`config.mk`:
```
export PLATFORM = sky130hd
export DESIGN_NAME = spi_multi_controller_flat
export DESIGN_NICKNAME = d
export VERILOG_FILES = /design/src/rtl/spi_multi_controller_if.sv /design/src/rtl/spi_multi_controller.sv /design/src/flat_wrapper.sv
export SDC_FILE = /design/constraint.sdc
export NUM_CORES = 1
export LEC_CHECK = 0
export BUFFER_PORTS_ARGS = -buffer_cell sky130_fd_sc_hd__buf_2
export CAP_MARGIN = 20
export CORE_UTILIZATION = 48
export CTS_CLUSTER_SIZE = 20
export DETAILED_ROUTE_END_ITERATION = 7
export GPL_TIMING_DRIVEN = 0
export HOLD_SLACK_MARGIN = 0.05
export PLACE_DENSITY_LB_ADDON = 0.25
export REMOVE_ABC_BUFFERS = 1
export SETUP_SLACK_MARGIN = 0.1
export SLEW_MARGIN = 30
export SYNTH_ARGS = -nofsm -noshare
export SYNTH_HDL_FRONTEND = slang
export SYNTH_SLANG_ARGS = --single-unit
```
`constraint.sdc`:
```
create_clock -name clk -period 2.1 [get_ports clk]
set_input_delay 0.42 -clock clk [delete_from_list [all_inputs] [get_ports clk]]
set_output_delay 0.42 -clock clk [all_outputs]
set_load 0.05 [all_outputs]
```
`src/rtl/spi_multi_controller_if.sv`:
```
// CIA-side register bus between the bus buffer and the SPI/IRQ controller.
// master = CPU/bus-buffer side, slave = controller side.
interface spi_multi_controller_if;
  logic       r_w;
  logic       _cs;
  logic       e;
  logic [3:0] rs;
  logic [7:0] data_in;
  logic [7:0] data_out;
  logic       data_oe;

  modport master (output r_w, _cs, e, rs, data_in, input  data_out, data_oe);
  modport slave  (input  r_w, _cs, e, rs, data_in, output data_out, data_oe);
endinterface

```
`src/rtl/spi_multi_controller.sv`:
```
// Register-mapped 8-bit SPI master (mode 0, MSB first) with NUM_SS selects,
// programmable SCLK rate and a maskable active-low interrupt concentrator.

// One registered active-low select line.
module spi_mc_ss_lane #(
  parameter int IDX = 0
) (
  input  logic       clk,
  input  logic       _reset,
  input  logic [2:0] sel,
  output logic       ss
);
  always_ff @(posedge clk or negedge _reset)
    if (!_reset) ss <= 1'b1;
    else         ss <= (sel != 3'(IDX));
endmodule

module spi_multi_controller #(
  parameter int         NUM_SS    = 4,
  parameter int         NUM_IRQ   = 2,
  parameter logic [3:0] DATA_ADDR = 4'hb,
  parameter logic [3:0] CTRL_ADDR = 4'he,
  parameter int         HALF_BASE = 2
) (
  input  logic                clk,
  input  logic                _reset,
  spi_multi_controller_if.slave bus,
  input  logic [NUM_SS-1:0]   miso,
  output logic                mosi,
  output logic                sclk,
  output logic [NUM_SS-1:0]   _ss,
  input  logic [NUM_IRQ-1:0]  _dev_irq,
  output logic                int_req
);

  typedef enum logic [1:0] {IDLE, LOW, HIGH} state_t;

  state_t state, state_d;

  logic [2:0]         e_pipe;
  logic               e_sync, e_fall;
  logic               wr_stb, data_wr, ctrl_wr;
  logic [NUM_IRQ-1:0] irq_s0, irq_s1;
  logic               irq_pend;

  logic [2:0]  sel, pend_sel;
  logic [1:0]  div, pend_div;
  logic        ien, pend_vld;
  logic        busy, apply_now;
  logic [7:0]  ctrl_rd;

  logic [15:0] half, tmr;
  logic        tmr_hit;
  logic [2:0]  bit_cnt;
  logic [7:0]  shreg, rx;
  logic        samp, miso_bit;
  logic        ld, rise, fall, done;

  // e: two sync flops plus one history flop for the falling-edge detect
  always_ff @(posedge clk or negedge _reset)
    if (!_reset) e_pipe <= '0;
    else         e_pipe <= {e_pipe[1:0], bus.e};

  assign e_sync  = e_pipe[1];
  assign e_fall  = e_pipe[2] & ~e_pipe[1];
  assign wr_stb  = e_fall & ~bus._cs & ~bus.r_w;
  assign data_wr = wr_stb & (bus.rs == DATA_ADDR);
  assign ctrl_wr = wr_stb & (bus.rs == CTRL_ADDR);

  always_ff @(posedge clk or negedge _reset)
    if (!_reset) begin
      irq_s0 <= '1;
      irq_s1 <= '1;
    end else begin
      irq_s0 <= _dev_irq;
      irq_s1 <= irq_s0;
    end

  assign irq_pend = |(~irq_s1);

  always_ff @(posedge clk or negedge _reset)
    if (!_reset) int_req <= 1'b0;
    else         int_req <= ien & irq_pend;

  assign busy = (state != IDLE);

  // SEL/DIV written mid-transfer are parked and land on the transfer's last edge
  assign apply_now = ctrl_wr & (~busy | done);

  always_ff @(posedge clk or negedge _reset)
    if (!_reset) begin
      sel      <= 3'd7;
      div      <= 2'd0;
      ien      <= 1'b0;
      pend_vld <= 1'b0;
      pend_sel <= 3'd7;
      pend_div <= 2'd0;
    end else begin
      if (ctrl_wr) ien <= bus.data_in[5];
      if (apply_now) begin
        sel      <= bus.data_in[2:0];
        div      <= bus.data_in[4:3];
        pend_vld <= 1'b0;
      end else if (ctrl_wr) begin
        pend_vld <= 1'b1;
        pend_sel <= bus.data_in[2:0];
        pend_div <= bus.data_in[4:3];
      end else if (done && pend_vld) begin
        sel      <= pend_sel;
        div      <= pend_div;
        pend_vld <= 1'b0;
      end
    end

  assign ctrl_rd = {busy, irq_pend, ien, div, sel};

  assign bus.data_oe = ~bus._cs & bus.r_w & e_sync &
                       ((bus.rs == DATA_ADDR) | (bus.rs == CTRL_ADDR));

  always_comb begin
    bus.data_out = 8'h00;
    if (bus.rs == CTRL_ADDR)      bus.data_out = ctrl_rd;
    else if (bus.rs == DATA_ADDR) bus.data_out = rx;
  end

  for (genvar i = 0; i < NUM_SS; i++) begin : g_ss
    spi_mc_ss_lane #(.IDX(i)) u_lane (
      .clk    (clk),
      ._reset (_reset),
      .sel    (sel),
      .ss     (_ss[i])
    );
  end

  // Unselected (or out-of-range SEL) reads back as 1s
  always_comb begin
    miso_bit = 1'b1;
    for (int i = 0; i < NUM_SS; i++)
      if (sel == 3'(i)) miso_bit = miso[i];
  end

  assign half    = 16'(HALF_BASE) << div;
  assign tmr_hit = (tmr == half - 16'd1);

  always_ff @(posedge clk or negedge _reset)
    if (!_reset) state <= IDLE;
    else         state <= state_d;

  always_comb begin
    state_d = state;
    ld      = 1'b0;
    rise    = 1'b0;
    fall    = 1'b0;
    done    = 1'b0;
    case (state)
      IDLE: if (data_wr) begin
        ld      = 1'b1;
        state_d = LOW;
      end
      LOW: if (tmr_hit) begin
        rise    = 1'b1;
        state_d = HIGH;
      end
      HIGH: if (tmr_hit) begin
        fall = 1'b1;
        if (bit_cnt == 3'd7) begin
          done    = 1'b1;
          state_d = IDLE;
        end else begin
          state_d = LOW;
        end
      end
      default: state_d = IDLE;
    endcase
  end

  always_ff @(posedge clk or negedge _reset)
    if (!_reset) begin
      tmr     <= '0;
      bit_cnt <= '0;
      shreg   <= '0;
      samp    <= 1'b1;
      sclk    <= 1'b0;
      mosi    <= 1'b1;
      rx      <= 8'hFF;
    end else if (ld) begin
      shreg   <= bus.data_in;
      mosi    <= bus.data_in[7];
      sclk    <= 1'b0;
      tmr     <= '0;
      bit_cnt <= '0;
    end else if (rise) begin
      sclk <= 1'b1;
      samp <= miso_bit;
      tmr  <= '0;
    end else if (fall) begin
      sclk  <= 1'b0;
      tmr   <= '0;
      shreg <= {shreg[6:0], samp};
      if (done) begin
        rx      <= {shreg[6:0], samp};
        mosi    <= 1'b1;
        bit_cnt <= '0;
      end else begin
        mosi    <= shreg[6];
        bit_cnt <= bit_cnt + 3'd1;
      end
    end else if (busy) begin
      tmr <= tmr + 16'd1;
    end

endmodule

```
`src/flat_wrapper.sv`:
```
// flat-port wrapper written by rule: the top's interface ports become plain ports
module spi_multi_controller_flat 
#(
  parameter int         NUM_SS    = 4,
  parameter int         NUM_IRQ   = 2,
  parameter logic [3:0] DATA_ADDR = 4'hb,
  parameter logic [3:0] CTRL_ADDR = 4'he,
  parameter int         HALF_BASE = 2
)
  (clk, _reset, miso, mosi, sclk, _ss, _dev_irq, int_req, bus_r_w, bus__cs, bus_e, bus_rs, bus_data_in, bus_data_out, bus_data_oe);
  spi_multi_controller_if bus_i ();
  input  logic clk;
  input  logic _reset;
  input  logic [NUM_SS-1:0] miso;
  output logic mosi;
  output logic sclk;
  output logic [NUM_SS-1:0] _ss;
  input  logic [NUM_IRQ-1:0] _dev_irq;
  output logic int_req;
  input wire logic [$bits(bus_i.r_w)-1:0] bus_r_w;
  input wire logic [$bits(bus_i._cs)-1:0] bus__cs;
  input wire logic [$bits(bus_i.e)-1:0] bus_e;
  input wire logic [$bits(bus_i.rs)-1:0] bus_rs;
  input wire logic [$bits(bus_i.data_in)-1:0] bus_data_in;
  output wire logic [$bits(bus_i.data_out)-1:0] bus_data_out;
  output wire logic [$bits(bus_i.data_oe)-1:0] bus_data_oe;
  assign bus_i.r_w = bus_r_w;
  assign bus_i._cs = bus__cs;
  assign bus_i.e = bus_e;
  assign bus_i.rs = bus_rs;
  assign bus_i.data_in = bus_data_in;
  assign bus_data_out = bus_i.data_out;
  assign bus_data_oe = bus_i.data_oe;
  spi_multi_controller #(.NUM_SS(NUM_SS), .NUM_IRQ(NUM_IRQ), .DATA_ADDR(DATA_ADDR), .CTRL_ADDR(CTRL_ADDR), .HALF_BASE(HALF_BASE)) u_core (.clk(clk), ._reset(_reset), .bus(bus_i), .miso(miso), .mosi(mosi), .sclk(sclk), ._ss(_ss), ._dev_irq(_dev_irq), .int_req(int_req));
endmodule
```
==> results.yml <==
global_routing:
  grtUsageMet3: 0.05934
  busiest_layer: "met2"
  grt_overflow: 0
  grt_max_degree: 36
  track_usage: 0.2218
  antenna_found_initial: 0
  grt_pass1_wl_um: 10770
  met1_usage: 0.3117
  grt_pass1_vias: 2161
  met2_usage: 0.3231
cts:
  tritoncts: "built"
  numClockSinks: 63
  cts-root-buf: "clkbuf_8"
  numCtsBuffers: 9
  clk_pin_slew_ps: 70
  htreeDepth: 3
  clk_latency_ps: 340
  cts_max_path_buffers: 2
synth:
  synth_async_sr_flop_share: 1.000
  yosysWarnings: 0
  synthCells: 280
  ys_seq_elements: 63
  synth_enable_flop_cells: 0
  ys.flop_type: "dfrtp_1"
  synth_cell_types: 50
  syn_area_mm2: 0.003093
  ys_seq_area_frac: 0.5194
  synth.avg_cell_area_um2: 11.05
drt:
  ant_nets: 0
  wl_per_cell_um: 16.00
  drt_iter0_drc: 119
  routed_wl_um: 6674
  viasPerCell: 5.583
  dr.pass1.iters: 4
  vias: 2328
  drc: 0
worst_setup_path:
  critPathMaxFanout: 5
  cp_common_cell: "mux2_4"
  start_kind: "flop"
  crit_required_ps: 2330
  critPathMaxStageDelay_ps: 410
  critical_path.cell_chain: "nor4_4, nand4_4, a211oi_4, buf_6, mux2_4, mux2_4"
  slowest_stage: "dfrtp_1"
  crit_arrival_ps: 2210
  endpoint_kind: "flop"
  critPathKind: "flop to flop"
pwr:
  combPwrFrac: 0.047
  p_sw_w: 0.0005424
  power_frac_seq: 0.542
  intPower_w: 0.001768
  p_clk_frac: 0.411
  cellPowerDensity_mw_per_mm2: 597.8
  ir_drop_v: 0.0003827
  p_sw_frac: 0.2347
  p_leak_nw: 1.643
min_path:
  hold_class: "primary input to flop"
timing:
  finalSetupViolations: 0
  fin_skew_ps: 8.231
  layout_min_cycle_time_ps: 1983
  slew_viol_final: 0
  final.setup.worst_slack_ps: 116.8
  worst_pin_slew_ps: 388.1
  relSlewSlack: 0.7389
  rsz0062_at_grt: "yes"
  hold_viol: 0
  min_period_over_period: 0.9444
  max_freq_mhz: 504.2
run:
  maxCapViolCount: 0
cells_and_area:
  diodes: 0
  fin_nets: 363
  final_cell_area_mm2: 0.003865
  synthToLayoutAreaGrowth_pct: 24.96
  regArea_mm2: 0.001613
  stdcell_count: 417
  final_common_cell: "buf_2"
  fin_util: 0.6377
  drive_above_1_share: 0.4532
  final_cell_mix: "buf_2 (37), dfrtp_1 (34), nor2_1 (30), dfstp_2 (24), nand2_1 (19)"
  multi_input_comb_area_mm2: 0.001554
  n_fill_cell: 484
floorplan:
  row_count: 28
  dieArea_mm2: 0.006768
  start_util: 0.5103
  die_height_um: 82.27
  core_area_mm2: 0.006061
  die_x_um: 82.27
  ioPinCount: 39
placement:
  hpwlAfterDp_um: 4206
  placed_cell_area_mm2: 0.003323
  dp_cells: 379
  pre_cts_ws_ps: -450.0
  portBuffers: 38
  gp_congestion: 0.7935
run_status:
  status: "finished, final reports clean"
metrics by stage:
stage | setup TNS [ps] | power [W] | hold WS [ps]
after floorplan | -1642 | 0.001312 | 124.4
after global placement | -15140 | 0.001370 | 334.5
after detailed placement | -9526 | 0.001379 | 340.3
after CTS | 0 | 0.002331 | 168.9
after global routing | 0 | 0.002398 | 165.6
final | 0 | 0.002310 | 181.9
final timing paths:
check                                                  end  depth (start not counted)                        from  slack (ps)
worst max-delay path             u_core.div[1]$_DFFE_PN0P_                          6   u_core.tmr[7]$_DFFE_PN0P_         120
worst min-delay path            u_core.irq_s0[0]$_DFF_PN1_                          1                 _dev_irq[0]         180
worst max register to register   u_core.div[1]$_DFFE_PN0P_                          6   u_core.tmr[7]$_DFFE_PN0P_         120
worst min register to register  u_core.e_pipe[1]$_DFF_PN0_                          0  u_core.e_pipe[0]$_DFF_PN0_         350
max in group asynchronous        u_core.sel[0]$_DFFE_PN1P_                          3                      _reset         990
min in group asynchronous        u_core.tmr[8]$_DFFE_PN0P_                          2                      _reset         530
power groups by stage:
| stage | clock [W] | combinational, W | sequential (W) |
|---|---|---|---|
| after floorplan | 0 | 0.0000375 | 0.00127 |
| after global placement | 0 | 0.0000994 | 0.00127 |
| after detailed placement | 0 | 0.000106 | 0.00127 |
| after CTS | 0.000971 | 0.000108 | 0.00125 |
| after global routing | 0.00102 | 0.000120 | 0.00125 |
| final | 0.000951 | 0.000108 | 0.00125 |
synthesized netlist by cell type (7+ instances only):
master	number	area [um2]
nor2_1	33	123.9
clkbuf_1	9	33.78
nor3_1	7	35.03
dfstp_2	24	630.6
o21ai_0	10	50.05
nand4_1	10	62.56
nand2_1	20	75.07
dfrtp_1	39	975.9
a21oi_1	13	65.06
a22o_1	7	61.31
xor2_1	8	70.07
mux2_2	19	214.0
final cells by class:
type                    instances  area share
well taps                      75     0.02428
multi-input cells             196      0.4021
clock buffers                  12     0.04014
clock inverters                 4    0.005180
flip-flops and latches         63      0.4173
repair buffers                 62      0.1062
inverters                       5    0.004856
registers in the layout, summed over array words and instances, names as in the netlist, 3 cells and up:
name	count
u_core.pend_sel	3
u_core.sel	3
u_core.bit_cnt	3
u_core.rx	8
u_core.shreg	7
u_core.tmr	16
u_core.g_ss.u_lane.ss	4
u_core.e_pipe	3
routing by layer:
| layer | wire length [um] | vias up |
|---|---|---|
| li1 | - | 1112 |
| met1 | 3121 | 1149 |
| met2 | 3145 | 60 |
| met3 | 314 | 7 |
| met4 | 92 | 0 |
| met5 | 0 | - |
cells by family (layout without fill, tap and decap cells):
logic type / Yosys count / count (layout) / synth area share
xor+xnor: 11 / 11 / 0.03115
flops: 63 / 63 / 0.5194
compound gates: 48 / 48 / 0.1125
mux: 25 / 25 / 0.09264
buf+inv: 21 / 83 / 0.03560
simple gates: 109 / 109 / 0.1966
fa+ha+maj: 3 / 3 / 0.01214
critical path, delay by kind of cell (launching register included):
family                 cells  cell delay, ps
AOI/OAI and AO/OA          1             210
muxes                      2             560
DFF                        1             410
and+or+nand+nor            2             540
buffers and inverters      1             150
what timing repair did:
item / CTS / global route
setup endpoints to repair: 49 / 34
setup buffers: 15 / 6
hold endpoints to repair: 20 / 0
gates resized for setup: 25 / 22
hold buffers: 1 / 0
pin swaps: 7 / 11
No activity file was read; power rests on OpenSTA's default activity.
